==> config.mk <==
export PLATFORM = sky130hd
export DESIGN_NAME = fetch_pc_unit_flat
export DESIGN_NICKNAME = d
export VERILOG_FILES = /design/src/rtl/fetch_pc_unit_if.sv /design/src/rtl/fetch_pc_unit.sv /design/src/flat_wrapper.sv
export SDC_FILE = /design/constraint.sdc
export NUM_CORES = 1
export LEC_CHECK = 0
export BUFFER_PORTS_ARGS = -buffer_cell sky130_fd_sc_hd__buf_2
export CAP_MARGIN = 20
export CORE_ASPECT_RATIO = 1.2
export CORE_MARGIN = 10
export CORE_UTILIZATION = 50
export CTS_CLUSTER_DIAMETER = 60
export DETAILED_ROUTE_END_ITERATION = 10
export GPL_TIMING_DRIVEN = 0
export PLACE_DENSITY = 0.76
export REMOVE_ABC_BUFFERS = 1
export SYNTH_ARGS = -nofsm -noshare
export SYNTH_HDL_FRONTEND = slang
export SYNTH_SLANG_ARGS = --single-unit
==> constraint.sdc <==
create_clock -name clk -period 7.5 [get_ports clk]
set_clock_uncertainty 0.15 [all_clocks]
set_input_delay 1.5 -clock clk [delete_from_list [all_inputs] [get_ports clk]]
set_output_delay 1.5 -clock clk [all_outputs]
set_load 0.02 [all_outputs]
==> src/rtl/fetch_pc_unit_if.sv <==
// Fetch-unit boundary: branch redirect input, imem request/response channel, decode-side queue head.
`timescale 1ns/1ps
interface fetch_pc_unit_if;
  logic        RedirectValid;
  logic [31:0] RedirectPc;
  logic        ImemReqValid;
  logic        ImemReqReady;
  logic [31:0] ImemReqAddr;
  logic        ImemRespValid;
  logic [31:0] ImemRespData;
  logic        InstValid;
  logic        InstReady;
  logic [31:0] InstData;
  logic [31:0] InstPc;
  logic [31:0] FetchPc;

  // Fetch unit side.
  modport master (
    input  RedirectValid, RedirectPc, ImemReqReady, ImemRespValid, ImemRespData, InstReady,
    output ImemReqValid, ImemReqAddr, InstValid, InstData, InstPc, FetchPc
  );

  // Environment side: branch unit, instruction memory and decode.
  modport slave (
    output RedirectValid, RedirectPc, ImemReqReady, ImemRespValid, ImemRespData, InstReady,
    input  ImemReqValid, ImemReqAddr, InstValid, InstData, InstPc, FetchPc
  );
endinterface

==> src/rtl/fetch_pc_unit.sv <==
// Architectural PC owner: issues in-order imem fetches, tags responses with their PC,
// queues them toward decode and discards stale responses after a redirect.
`timescale 1ns/1ps
module fetch_pc_unit #(
  parameter logic [31:0] RESET_PC        = 32'h0000_0000,
  parameter int unsigned IQ_DEPTH        = 2,
  parameter int unsigned MAX_OUTSTANDING = 2
) (
  input  logic            clk,
  input  logic            reset,
  fetch_pc_unit_if.master bus
);
  localparam int unsigned CW  = $clog2(IQ_DEPTH + 1);
  localparam int unsigned SW  = CW + 2;
  localparam int unsigned QAW = $clog2(IQ_DEPTH);
  localparam int unsigned TAW = (MAX_OUTSTANDING > 1) ? $clog2(MAX_OUTSTANDING) : 1;

  typedef enum logic [1:0] {START, RUN, FLUSH} state_t;

  state_t          state;
  logic [31:0]     fetch_pc;
  logic [CW-1:0]   live_cnt;
  logic [CW-1:0]   drop_cnt;
  logic [CW-1:0]   occ;
  logic [31:0]     q_data [IQ_DEPTH];
  logic [31:0]     q_pc   [IQ_DEPTH];
  logic [QAW-1:0]  q_rd;
  logic [QAW-1:0]  q_wr;
  logic [31:0]     tag_pc [MAX_OUTSTANDING];
  logic [TAW-1:0]  tag_rd;
  logic [TAW-1:0]  tag_wr;

  logic [SW-1:0]   inflight_c;
  logic [SW-1:0]   credit_c;
  logic            req_valid_c;
  logic            accept_c;
  logic            resp_ok_c;
  logic            resp_drop_c;
  logic            resp_live_c;
  logic            push_c;
  logic            pop_c;
  logic [CW-1:0]   live_next_c;
  logic [CW-1:0]   drop_next_c;
  logic [CW-1:0]   occ_next_c;
  logic [CW-1:0]   redirect_drop_c;

  function automatic logic [TAW-1:0] tag_inc(input logic [TAW-1:0] p);
    return (32'(p) == MAX_OUTSTANDING - 1) ? '0 : p + TAW'(1);
  endfunction

  // Live requests each reserve a queue slot; stale ones still hold imem credit until they return.
  always_comb begin
    inflight_c      = SW'(live_cnt) + SW'(drop_cnt);
    credit_c        = inflight_c + SW'(occ);
    req_valid_c     = (state != START) && !bus.RedirectValid &&
                      (credit_c < SW'(IQ_DEPTH)) && (inflight_c < SW'(MAX_OUTSTANDING));
    accept_c        = req_valid_c && bus.ImemReqReady;
    resp_ok_c       = bus.ImemRespValid && (inflight_c != '0);
    resp_drop_c     = resp_ok_c && (drop_cnt != '0);
    resp_live_c     = resp_ok_c && (drop_cnt == '0);
    push_c          = resp_live_c && !bus.RedirectValid;
    pop_c           = (occ != '0) && bus.InstReady;
    live_next_c     = live_cnt + CW'(accept_c) - CW'(resp_live_c);
    drop_next_c     = drop_cnt - CW'(resp_drop_c);
    occ_next_c      = occ + CW'(push_c) - CW'(pop_c);
    redirect_drop_c = drop_cnt + live_cnt - CW'(resp_ok_c);
  end

  assign bus.ImemReqValid = req_valid_c;
  assign bus.ImemReqAddr  = fetch_pc;
  assign bus.FetchPc      = fetch_pc;
  assign bus.InstValid    = (occ != '0);
  assign bus.InstData     = q_data[q_rd];
  assign bus.InstPc       = q_pc[q_rd];

  always_ff @(posedge clk or posedge reset) begin
    if (reset) begin
      state    <= START;
      fetch_pc <= RESET_PC;
      live_cnt <= '0;
      drop_cnt <= '0;
      occ      <= '0;
      q_rd     <= '0;
      q_wr     <= '0;
      tag_rd   <= '0;
      tag_wr   <= '0;
      for (int unsigned i = 0; i < IQ_DEPTH; i++) begin
        q_data[QAW'(i)] <= '0;
        q_pc[QAW'(i)]   <= '0;
      end
      for (int unsigned i = 0; i < MAX_OUTSTANDING; i++) begin
        tag_pc[TAW'(i)] <= '0;
      end
    end else if (bus.RedirectValid) begin
      // Every request still in flight becomes stale; the queue restarts at the new PC.
      fetch_pc <= bus.RedirectPc & ~32'h3;
      occ      <= '0;
      q_rd     <= '0;
      q_wr     <= '0;
      live_cnt <= '0;
      tag_rd   <= '0;
      tag_wr   <= '0;
      drop_cnt <= redirect_drop_c;
      state    <= (redirect_drop_c != '0) ? FLUSH : RUN;
    end else begin
      if (accept_c) begin
        fetch_pc       <= fetch_pc + 32'd4;
        tag_pc[tag_wr] <= fetch_pc;
        tag_wr         <= tag_inc(tag_wr);
      end
      if (resp_live_c) begin
        tag_rd <= tag_inc(tag_rd);
      end
      if (push_c) begin
        q_data[q_wr] <= bus.ImemRespData;
        q_pc[q_wr]   <= tag_pc[tag_rd];
        q_wr         <= q_wr + QAW'(1);
      end
      if (pop_c) begin
        q_rd <= q_rd + QAW'(1);
      end
      live_cnt <= live_next_c;
      drop_cnt <= drop_next_c;
      occ      <= occ_next_c;
      case (state)
        START:   state <= RUN;
        FLUSH:   if (drop_next_c == '0) state <= RUN;
        default: state <= state;
      endcase
    end
  end

  // A response with nothing in flight breaks the imem protocol; it is ignored above.
  ap_resp_has_request: assert property (@(posedge clk) disable iff (reset)
    bus.ImemRespValid |-> (inflight_c != '0));

endmodule
==> src/flat_wrapper.sv <==
// flat-port wrapper written by rule: the top's interface ports become plain ports
module fetch_pc_unit_flat 
#(
  parameter logic [31:0] RESET_PC        = 32'h0000_0000,
  parameter int unsigned IQ_DEPTH        = 2,
  parameter int unsigned MAX_OUTSTANDING = 2
)
  (clk, reset, bus_RedirectValid, bus_RedirectPc, bus_ImemReqReady, bus_ImemRespValid, bus_ImemRespData, bus_InstReady, bus_ImemReqValid, bus_ImemReqAddr, bus_InstValid, bus_InstData, bus_InstPc, bus_FetchPc);
  fetch_pc_unit_if bus_i ();
  input  logic clk;
  input  logic reset;
  input wire logic [$bits(bus_i.RedirectValid)-1:0] bus_RedirectValid;
  input wire logic [$bits(bus_i.RedirectPc)-1:0] bus_RedirectPc;
  input wire logic [$bits(bus_i.ImemReqReady)-1:0] bus_ImemReqReady;
  input wire logic [$bits(bus_i.ImemRespValid)-1:0] bus_ImemRespValid;
  input wire logic [$bits(bus_i.ImemRespData)-1:0] bus_ImemRespData;
  input wire logic [$bits(bus_i.InstReady)-1:0] bus_InstReady;
  output wire logic [$bits(bus_i.ImemReqValid)-1:0] bus_ImemReqValid;
  output wire logic [$bits(bus_i.ImemReqAddr)-1:0] bus_ImemReqAddr;
  output wire logic [$bits(bus_i.InstValid)-1:0] bus_InstValid;
  output wire logic [$bits(bus_i.InstData)-1:0] bus_InstData;
  output wire logic [$bits(bus_i.InstPc)-1:0] bus_InstPc;
  output wire logic [$bits(bus_i.FetchPc)-1:0] bus_FetchPc;
  assign bus_i.RedirectValid = bus_RedirectValid;
  assign bus_i.RedirectPc = bus_RedirectPc;
  assign bus_i.ImemReqReady = bus_ImemReqReady;
  assign bus_i.ImemRespValid = bus_ImemRespValid;
  assign bus_i.ImemRespData = bus_ImemRespData;
  assign bus_i.InstReady = bus_InstReady;
  assign bus_ImemReqValid = bus_i.ImemReqValid;
  assign bus_ImemReqAddr = bus_i.ImemReqAddr;
  assign bus_InstValid = bus_i.InstValid;
  assign bus_InstData = bus_i.InstData;
  assign bus_InstPc = bus_i.InstPc;
  assign bus_FetchPc = bus_i.FetchPc;
  fetch_pc_unit #(.RESET_PC(RESET_PC), .IQ_DEPTH(IQ_DEPTH), .MAX_OUTSTANDING(MAX_OUTSTANDING)) u_core (.clk(clk), .reset(reset), .bus(bus_i));
endmodule
; ---- Yosys cells after proc, flatten, opt, wreduce, memory -nomap -nowiden
; Cells that the tools add are included.
[op_classes]
n_bitwise = 5
reduce_logical = 28
eq_ne = 2
n_addsub = 14
n_lt_le_gt_ge = 8
muxes = 35
[op_table]
columns = op, count
row1 = two-way mux 32 bit, 13
row2 = bitwise mux 64 bit, 3
row3 = demux 32 bit (select 1 bit), 2
row4 = adder 32 x 3 -> 32 bit (second input constant), 1
row5 = nonzero test 2 bit, 8
row6 = two-way mux 2 bit, 6
row7 = logical AND 1 bit, 11
row8 = two-way mux 1 bit, 10
row9 = >= comparator 2 bit (second input constant), 4
row10 = < comparator 4 x 2 -> 1 bit (second input constant), 2
row11 = NOT 1 -> 2 bit, 4
row12 = subtractor 2 x 1 -> 2 bit, 4
row13 = logical NOT 2 bit, 3
row14 = AND reduction 2 bit, 3
row15 = adder 1 bit (second input constant), 4
row16 = adder 2 x 1 -> 2 bit, 2
row17 = adder 4 x 2 -> 4 bit, 1
row18 = < comparator 2 x 1 -> 1 bit (second input constant), 2
row19 = case mux 2 bit (2 select lines), 1
row20 = nonzero test 4 bit, 1
row21 = adder 2 x 2 -> 3 bit, 1
row22 = inequality test 3 x 2 -> 1 bit (second input constant), 1
row23 = nonzero test 3 bit, 1
row24 = adder 2 bit, 1
row25 = other kinds (3), 3
[totals]
in_bits = 70
output_inout_bits = 130
elab_cells = 107
register_bits = 236

; ---- Depth between registers and ports, before layout
; Gate-level depths: netlist of run 1.
[depth]
word_depth = 9
ltp_mapped = 11
depth_no_buf = 11

; ---- Worst setup path before layout of run 1
; No wires, ideal clock.
[synth_path]
kind = input port to output port
start = input bus_RedirectValid
end = output bus_ImemReqValid
stages = 3
path_buffers = 2
slack_ns = 3.233
arrival_time_ns = 2.617
t_required_ns = 5.850
path_cell_list = clkbuf_1 > clkbuf_1 > nor4_1
[synth_between]
elab_chain_cells = 4
[synth_lines]
columns = item, line_no
row1 = start: declaration, flat_wrapper.sv:12  ; input wire logic [$bits(bus_i.RedirectValid)-1:0] bus_RedirectValid;
row2 = logical NOT 1 bit, fetch_pc_unit.sv:55  ; req_valid_c = (state != START) && !bus.RedirectValid &&
row3 = logical AND 1 bit (2 in series), fetch_pc_unit.sv:55
row4 = logical AND 1 bit, fetch_pc_unit.sv:56  ; (credit_c < SW'(IQ_DEPTH)) && (inflight_c < SW'(MAX_OUTSTANDING));
row5 = end: declaration, flat_wrapper.sv:18  ; output wire logic [$bits(bus_i.ImemReqValid)-1:0] bus_ImemReqValid;
; Every way passes these cells.

; ---- Worst setup path in the final report of run 1
[layout_path]
start = input bus_RedirectValid
end = register u_core.tag_pc[4] in the netlist's numbering
[layout_between]
elab_chain_cells = 6
elab_cells_between_ends = 7
cone_classes = 1 x bitwise / 6 x reduce/logical
[layout_lines]
columns = item, line_no
row1 = logical NOT 1 bit, fetch_pc_unit.sv:55
row2 = logical AND 1 bit (2 in series), fetch_pc_unit.sv:55
row3 = logical AND 1 bit, fetch_pc_unit.sv:56
row4 = logical AND 1 bit, fetch_pc_unit.sv:57  ; accept_c = req_valid_c && bus.ImemReqReady;
row5 = AND reduction 2 bit (no source line) *, --
row6 = end signal: indexed assignment, fetch_pc_unit.sv:108  ; tag_pc[tag_wr] <= fetch_pc;
row7 = end: declaration, fetch_pc_unit.sv:29  ; logic [31:0] tag_pc [MAX_OUTSTANDING];
; Every way passes the cells marked *; elsewhere a longest branch is shown, timed or not.
; A chain may end at the register's enable or synchronous reset.

==> impl_metrics.env, run 1 <==
export IMPL_synth_top_family_by_area="multiplexers"
export IMPL_overflow=0
export IMPL_path_clk_slew_ps=60
export IMPL_grt_max_degree=117
export IMPL_layout_min_cycle_time_ps=5210
export IMPL_cts_max_path_buffers=3
export IMPL_dieArea_um2=27200
export IMPL_p_sw_mw=1.76
export IMPL_final_common_cell="dfrtp_1"
export IMPL_gp_congestion=0.764
export IMPL_grtUsageTotal_pct=17.4
export IMPL_insertion_delay_ps=510
export IMPL_synth_ff_type="dfrtp_1"
export IMPL_yosys_area_share_simple_pct=8.44
export IMPL_syn_area_um2=10500
export IMPL_place_ws_ps=1840
export IMPL_rsz0062_at_grt="false"
export IMPL_crit_fanout=58
export IMPL_swShare_pct=35.8
export IMPL_synth_xor_xnor_area_share_pct=2.00
export IMPL_clock_sinks=226
export IMPL_power_share_combinational_pct=38.0
export IMPL_htree_levels=1
export IMPL_die_w_um=152
export IMPL_tns_ps=0
export IMPL_vias=7175
export IMPL_grt_antenna_before_repair=0
export IMPL_area_growth_pct=17.4
export IMPL_max_freq_ghz=0.192
export IMPL_cts_resized=0
export IMPL_setup_slack_ps=2290
export IMPL_core_area_um2=20800
export IMPL_viasPerCell=5.44
export IMPL_drc=0
export IMPL_syn_area_per_cell_um2=11.8
export IMPL_finalCritPeriodShare_pct=69.4
export IMPL_hold_class="reg2reg"
export IMPL_postCtsSetupBuffers=0
export IMPL_synthMuxAreaShare_pct=22.8
export IMPL_numPortBuffers=191
export IMPL_synth_compound_area_share_pct=6.18
export IMPL_grt_pass1_wl_mm=39.5
export IMPL_dp_hpwl_mm=16.8
export IMPL_row_count=58
export IMPL_vdd_ir_drop_worst_uv=236
export IMPL_end_kind="register"
export IMPL_drt_wl_total_mm=24.3
export IMPL_final_cell_mix="224 x dfrtp_1, 191 x buf_2, 185 x mux2_2"
export IMPL_synth_distinct_cells=48
export IMPL_ys_warn_count=0
export IMPL_placed_cells=1280
export IMPL_p_seq_share_pct=40.0
export IMPL_first_pass_iters=4
export IMPL_arrival_ps=5440
export IMPL_p_clk_share_pct=22.0
export IMPL_ys_async_sr_fraction_pct=100
export IMPL_status="finished, final reports clean"
export IMPL_cts_hold_buf=0
export IMPL_initial_core_util_pct=50.4
export IMPL_nFillCells=1705
export IMPL_synthCells=888
export IMPL_p_per_area_nw_per_um2=401
export IMPL_tightest_slew_ps=1040
export IMPL_synthAdderAreaFrac_pct=1.57
export IMPL_final_cells=1320
export IMPL_layout_nets=1117
export IMPL_path_class="in2reg"
export IMPL_slew_limit_headroom_pct=30.6
export IMPL_p_leak_nw=5.84
export IMPL_power_internal_mw=3.17
export IMPL_die_h_um=179
export IMPL_antenna_cells=0
export IMPL_slew_viol_final=0
export IMPL_tritoncts="done"
export IMPL_post_drt_wl_per_cell_um=18.4
export IMPL_startpoint_type="input port"
export IMPL_setup_viol=0
export IMPL_cts_buffers=23
export IMPL_ys_seq_area_share_pct=53.9
export IMPL_synth_seq_cells=226
export IMPL_crit_required_ps=7730
export IMPL_hold_viol_final=0
export IMPL_grt_pass1_vias=7612
export IMPL_drtIter0Drc=426
export IMPL_cts_root_buf="clkbuf_16"
export IMPL_drive_gt1_share_pct=41.9
export IMPL_ant_nets=0
export IMPL_synth_edf_count=0
export IMPL_cap_viol_max_count=0
export IMPL_pin_count=200
==> state kept, by name, summed over array words and instances (netlist names), 2 cells and up <==
register,cells
u_core.bus.FetchPc,30
u_core.q_data,64
u_core.q_pc,60
u_core.live_cnt,2
u_core.state,2
u_core.occ,2
u_core.tag_pc,60
u_core.drop_cnt,2
==> power groups by stage <==
| stage | Combinational [mW] | Clock (mW) | Sequential, mW |
|---|---|---|---|
| finish | 1.88 | 1.08 | 1.97 |
| global route | 2.06 | 1.16 | 2.04 |
| CTS | 1.91 | 1.11 | 1.98 |
| detailed placement | 1.90 | 0 | 2.00 |
| global placement | 1.81 | 0 | 2.01 |
| floorplan | 1.30 | 0 | 1.98 |
==> cell type report <==
cell class              instances  area [um^2]  area share, %
flip-flops and latches        226         5660           46.0
inverters                      14         60.1          0.488
multi-input cells             564         4350           35.3
clock buffers                  34          677           5.50
clock inverters                 6         30.0          0.244
well taps                     270          338           2.74
repair buffers                206         1200           9.76
==> per-layer routing <==
metal	track usage, %	wire, um
met4	5.46	640
met2	29.9	11800
met1	22.0	10400
met3	3.26	1410
met5	0	0
==> cell families (layout without fill, tap and decap cells) <==
| kind of cell | after synthesis | count (layout) |
|---|---|---|
| adder cells (fa/ha/maj) | 12 | 12 |
| AND/OR/NAND/NOR | 190 | 190 |
| other | 1 | 6 |
| flip-flops | 226 | 226 |
| AO/OA/AOI/OAI | 116 | 116 |
| multiplexers | 216 | 216 |
| buffers and inverters | 103 | 260 |
| XOR/XNOR | 24 | 24 |
==> Yosys cell counts (13+ instances only) <==
cell        n  area [um^2]
dfrtp_1   226         5660
mux2_2    185         2080
nand2_1    72          270
o21ai_0    57          285
nor2_1     47          176
clkbuf_1   40          150
a21oi_1    37          185
buf_4      36          270
mux2i_1    31          310
nand3_1    18         90.1
inv_1      13         48.8
xnor2_1    13          114
==> stage by stage <==
step           cell area [um^2]  hold slack [ps]  util, %  power [mW]
6_report                  12300              326     59.1        4.94
5_1_grt                   12300              343     59.1        5.27
4_1_cts                   12300              328     59.1        5.00
3_5_place_dp              11600              315     55.7        3.90
3_3_place_gp              11300              305     54.4        3.83
2_1_floorplan             10000              294        -        3.28
==> critical path, cell delays in order <==
cell and delay [ps]:
buf_2 770, nor4b_1 150, o211ai_1 450, buf_4 300, buf_4 210, clkinv_1 610, nand2_2 980, mux2_2 420
==> path summary, 6_finish.rpt <==
path	start	to	slack [ps]	depth (start not counted)
min in group asynchronous	reset	u_core.q_data[56]	970	2
worst max register to register	u_core.drop_cnt[0]	u_core.tag_pc[4]	2440	10
worst min-delay path	u_core.q_pc[5]	u_core.q_pc[5]	330	2
max in group asynchronous	reset	u_core.q_rd	5170	3
worst max-delay path	bus_RedirectValid	u_core.tag_pc[4]	2290	8
worst min register to register	u_core.q_pc[5]	u_core.q_pc[5]	330	2
(Power assumes the default switching activity.)
==> run 2, diff against run 1 <==
--- a/config.mk
+++ b/config.mk
@@ -9,11 +9,11 @@
 export CAP_MARGIN = 20
 export CORE_ASPECT_RATIO = 1.2
 export CORE_MARGIN = 10
-export CORE_UTILIZATION = 50
+export CORE_UTILIZATION = 56
 export CTS_CLUSTER_DIAMETER = 60
 export DETAILED_ROUTE_END_ITERATION = 10
 export GPL_TIMING_DRIVEN = 0
-export PLACE_DENSITY = 0.76
+export PLACE_DENSITY = 0.81
 export REMOVE_ABC_BUFFERS = 1
 export SYNTH_ARGS = -nofsm -noshare
 export SYNTH_HDL_FRONTEND = slang
==> constraint.sdc (replaced) <==
create_clock -name clk -period 4.8 [get_ports clk]
set_clock_uncertainty 0.15 [all_clocks]
set_input_delay 0.96 -clock clk [delete_from_list [all_inputs] [get_ports clk]]
set_output_delay 0.96 -clock clk [all_outputs]
set_load 0.02 [all_outputs]
==> run 2 against run 1 <==
  * Sequential cell count unchanged
  * Total power increased by 58%
  * Register-to-register slack got worse by 2100 ps
  * Die area decreased by 9.4%
  * Clock power increased by 63%
  * Critical path depth increased by 1
  * Worst setup slack got worse by 2000 ps
  * Combinational power increased by 56%
  * Critical path type is now reg2reg
  * Critical endpoint unchanged
==> impl_metrics.env, run 2 (synthesized netlist as in run 1, its figures left out) <==
export IMPL_grt_pass1_wl_mm=39.3
export IMPL_hold_viol_final=0
export IMPL_slew_viol_final=0
export IMPL_row_count=54
export IMPL_critPathTopFamily="adder cells"
export IMPL_first_pass_iters=4
export IMPL_fin_util_pct=67.2
export IMPL_final_cell_mix="224 x dfrtp_1, 191 x buf_2, 185 x mux2_2"
export IMPL_vias=7062
export IMPL_post_drt_wl_per_cell_um=18.3
export IMPL_tritoncts="done"
export IMPL_crit_fanout=32
export IMPL_cts_buffers=23
export IMPL_dieArea_um2=24600
export IMPL_vdd_ir_drop_worst_uv=405
export IMPL_numPortBuffers=191
export IMPL_htree_levels=1
export IMPL_die_w_um=145
export IMPL_pin_count=200
export IMPL_grt_antenna_before_repair=1
export IMPL_final_cells=1302
export IMPL_path_buf_inv=2
export IMPL_grtUsageTotal_pct=19.1
export IMPL_drc=0
export IMPL_p_per_area_nw_per_um2=632
export IMPL_end_kind="register"
export IMPL_core_area_um2=18300
export IMPL_path_clk_slew_ps=60
export IMPL_p_total_mw=7.78
export IMPL_crit_top_cell="fa_1"
export IMPL_finalCritPeriodShare_pct=93.4
export IMPL_place_ws_ps=-44.3
export IMPL_overflow=0
export IMPL_p_seq_share_pct=39.7
export IMPL_critPathMaxStageDelay_ps=670
export IMPL_area_growth_pct=17.3
export IMPL_max_freq_ghz=0.223
export IMPL_path_class="reg2reg"
export IMPL_p_leak_nw=5.85
export IMPL_cts_max_path_buffers=3
export IMPL_viasPerCell=5.42
export IMPL_place_area_um2=11600
export IMPL_cap_viol_max_count=0
export IMPL_startpoint_type="register"
export IMPL_status="finished, final reports clean"
export IMPL_clock_sinks=226
export IMPL_postCtsSetupBuffers=0
export IMPL_layout_nets=1116
export IMPL_nFillCells=1414
export IMPL_final_common_cell="dfrtp_1"
export IMPL_drtIter0Drc=365
export IMPL_grt_pass1_vias=7484
export IMPL_largest_register="u_core.q_data"
export IMPL_power_share_combinational_pct=37.7
export IMPL_drive_gt1_share_pct=41.8
export IMPL_gp_congestion=0.748
export IMPL_cts_hold_buf=0
export IMPL_reg_top3="u_core.q_data x64, u_core.q_pc x60, u_core.tag_pc x60"
export IMPL_slew_limit_headroom_pct=32.5
export IMPL_critPathSlowestCell="nand2_4"
export IMPL_grt_max_degree=117
export IMPL_rsz0062_at_grt="false"
export IMPL_crit_required_ps=5030
export IMPL_setup_slack_ps=318
export IMPL_setup_viol=0
export IMPL_cp_cell_sequence="ha_1, fa_1, fa_1, nor4b_1, o211ai_1, buf_4, clkinv_1, nand2_4, mux2_2"
export IMPL_initial_core_util_pct=57.3
export IMPL_insertion_delay_ps=510
export IMPL_largest_reg_flops=64
export IMPL_placed_cells=1261
export IMPL_dp_hpwl_mm=16.7
export IMPL_hold_class="reg2reg"
export IMPL_final_cell_area_um2=12300
export IMPL_swShare_pct=35.3
export IMPL_arrival_ps=4710
export IMPL_p_sw_mw=2.75
export IMPL_die_h_um=170
export IMPL_tightest_slew_ps=1010
export IMPL_ant_nets=0
export IMPL_drt_wl_total_mm=23.9
export IMPL_p_clk_share_pct=22.6
export IMPL_cts_root_buf="clkbuf_16"
export IMPL_power_internal_mw=5.03
export IMPL_layout_min_cycle_time_ps=4480
[run 2: power groups by stage]
| stage | Clock, mW | Combinational, mW | Sequential, mW |
|---|---|---|---|
| after floorplan | 0 | 2.03 | 3.10 |
| after global placement | 0 | 2.82 | 3.14 |
| after detailed placement | 0 | 2.96 | 3.11 |
| after CTS | 1.80 | 2.99 | 3.08 |
| after global routing | 1.88 | 3.23 | 3.18 |
| final | 1.76 | 2.94 | 3.08 |
[run 2: per-layer routing]
metal	part of all wire [%]	vias to the layer above	global-route usage, %
met5	0	-	0
met4	1.0	0	3.42
met3	6.3	28	4.30
met2	50	187	33.2
met1	43	3479	24.1
li1	-	3368	-
[run 2: final timing paths]
path	from	to	slack, ps	cells after the start
worst max register to register	u_core.drop_cnt[0]	u_core.tag_pc[4]	320	9
worst min-delay path	u_core.q_pc[3]	u_core.q_pc[3]	320	2
worst min register to register	u_core.q_pc[3]	u_core.q_pc[3]	320	2
worst max-delay path	u_core.drop_cnt[0]	u_core.tag_pc[4]	320	9
min in group asynchronous	reset	u_core.q_data[13]	460	2
max in group asynchronous	reset	u_core.q_rd	3020	3
[run 2: area by class of cell]
| class | instances | area, um^2 | share of cell area (%) |
|---|---|---|---|
| Clock buffer | 33 | 653 | 5.30 |
| Clock inverter | 7 | 88.8 | 0.721 |
| Inverter | 14 | 60.1 | 0.488 |
| Antenna cell | 1 | 2.50 | 0.0203 |
| Tap cell | 252 | 315 | 2.56 |
| Multi-Input combinational cell | 564 | 4350 | 35.4 |
| Timing Repair Buffer | 205 | 1180 | 9.58 |
| Sequential cell | 226 | 5660 | 46.0 |
[run 2: worst reg2reg max path: stages (launching register included)]
cell	delay, ps
dfrtp_1	430
ha_1	240
fa_1	500
fa_1	560
nor4b_1	60
o211ai_1	420
buf_4	310
clkinv_1	590
nand2_4	670
mux2_2	420
[run 2: what timing repair did]
action                                 CTS  global route
endpoints found under the hold margin    0             0
resized for setup                        0             1
setup endpoints to repair                0            28
[run 2: through the flow]
stage | setup TNS, ps | hold slack, ps
floorplan | -728050 | 294
global placement | -1611300 | 305
detailed placement | -970 | 314
CTS | 0 | 328
global route | 0 | 351
finish | 0 | 324
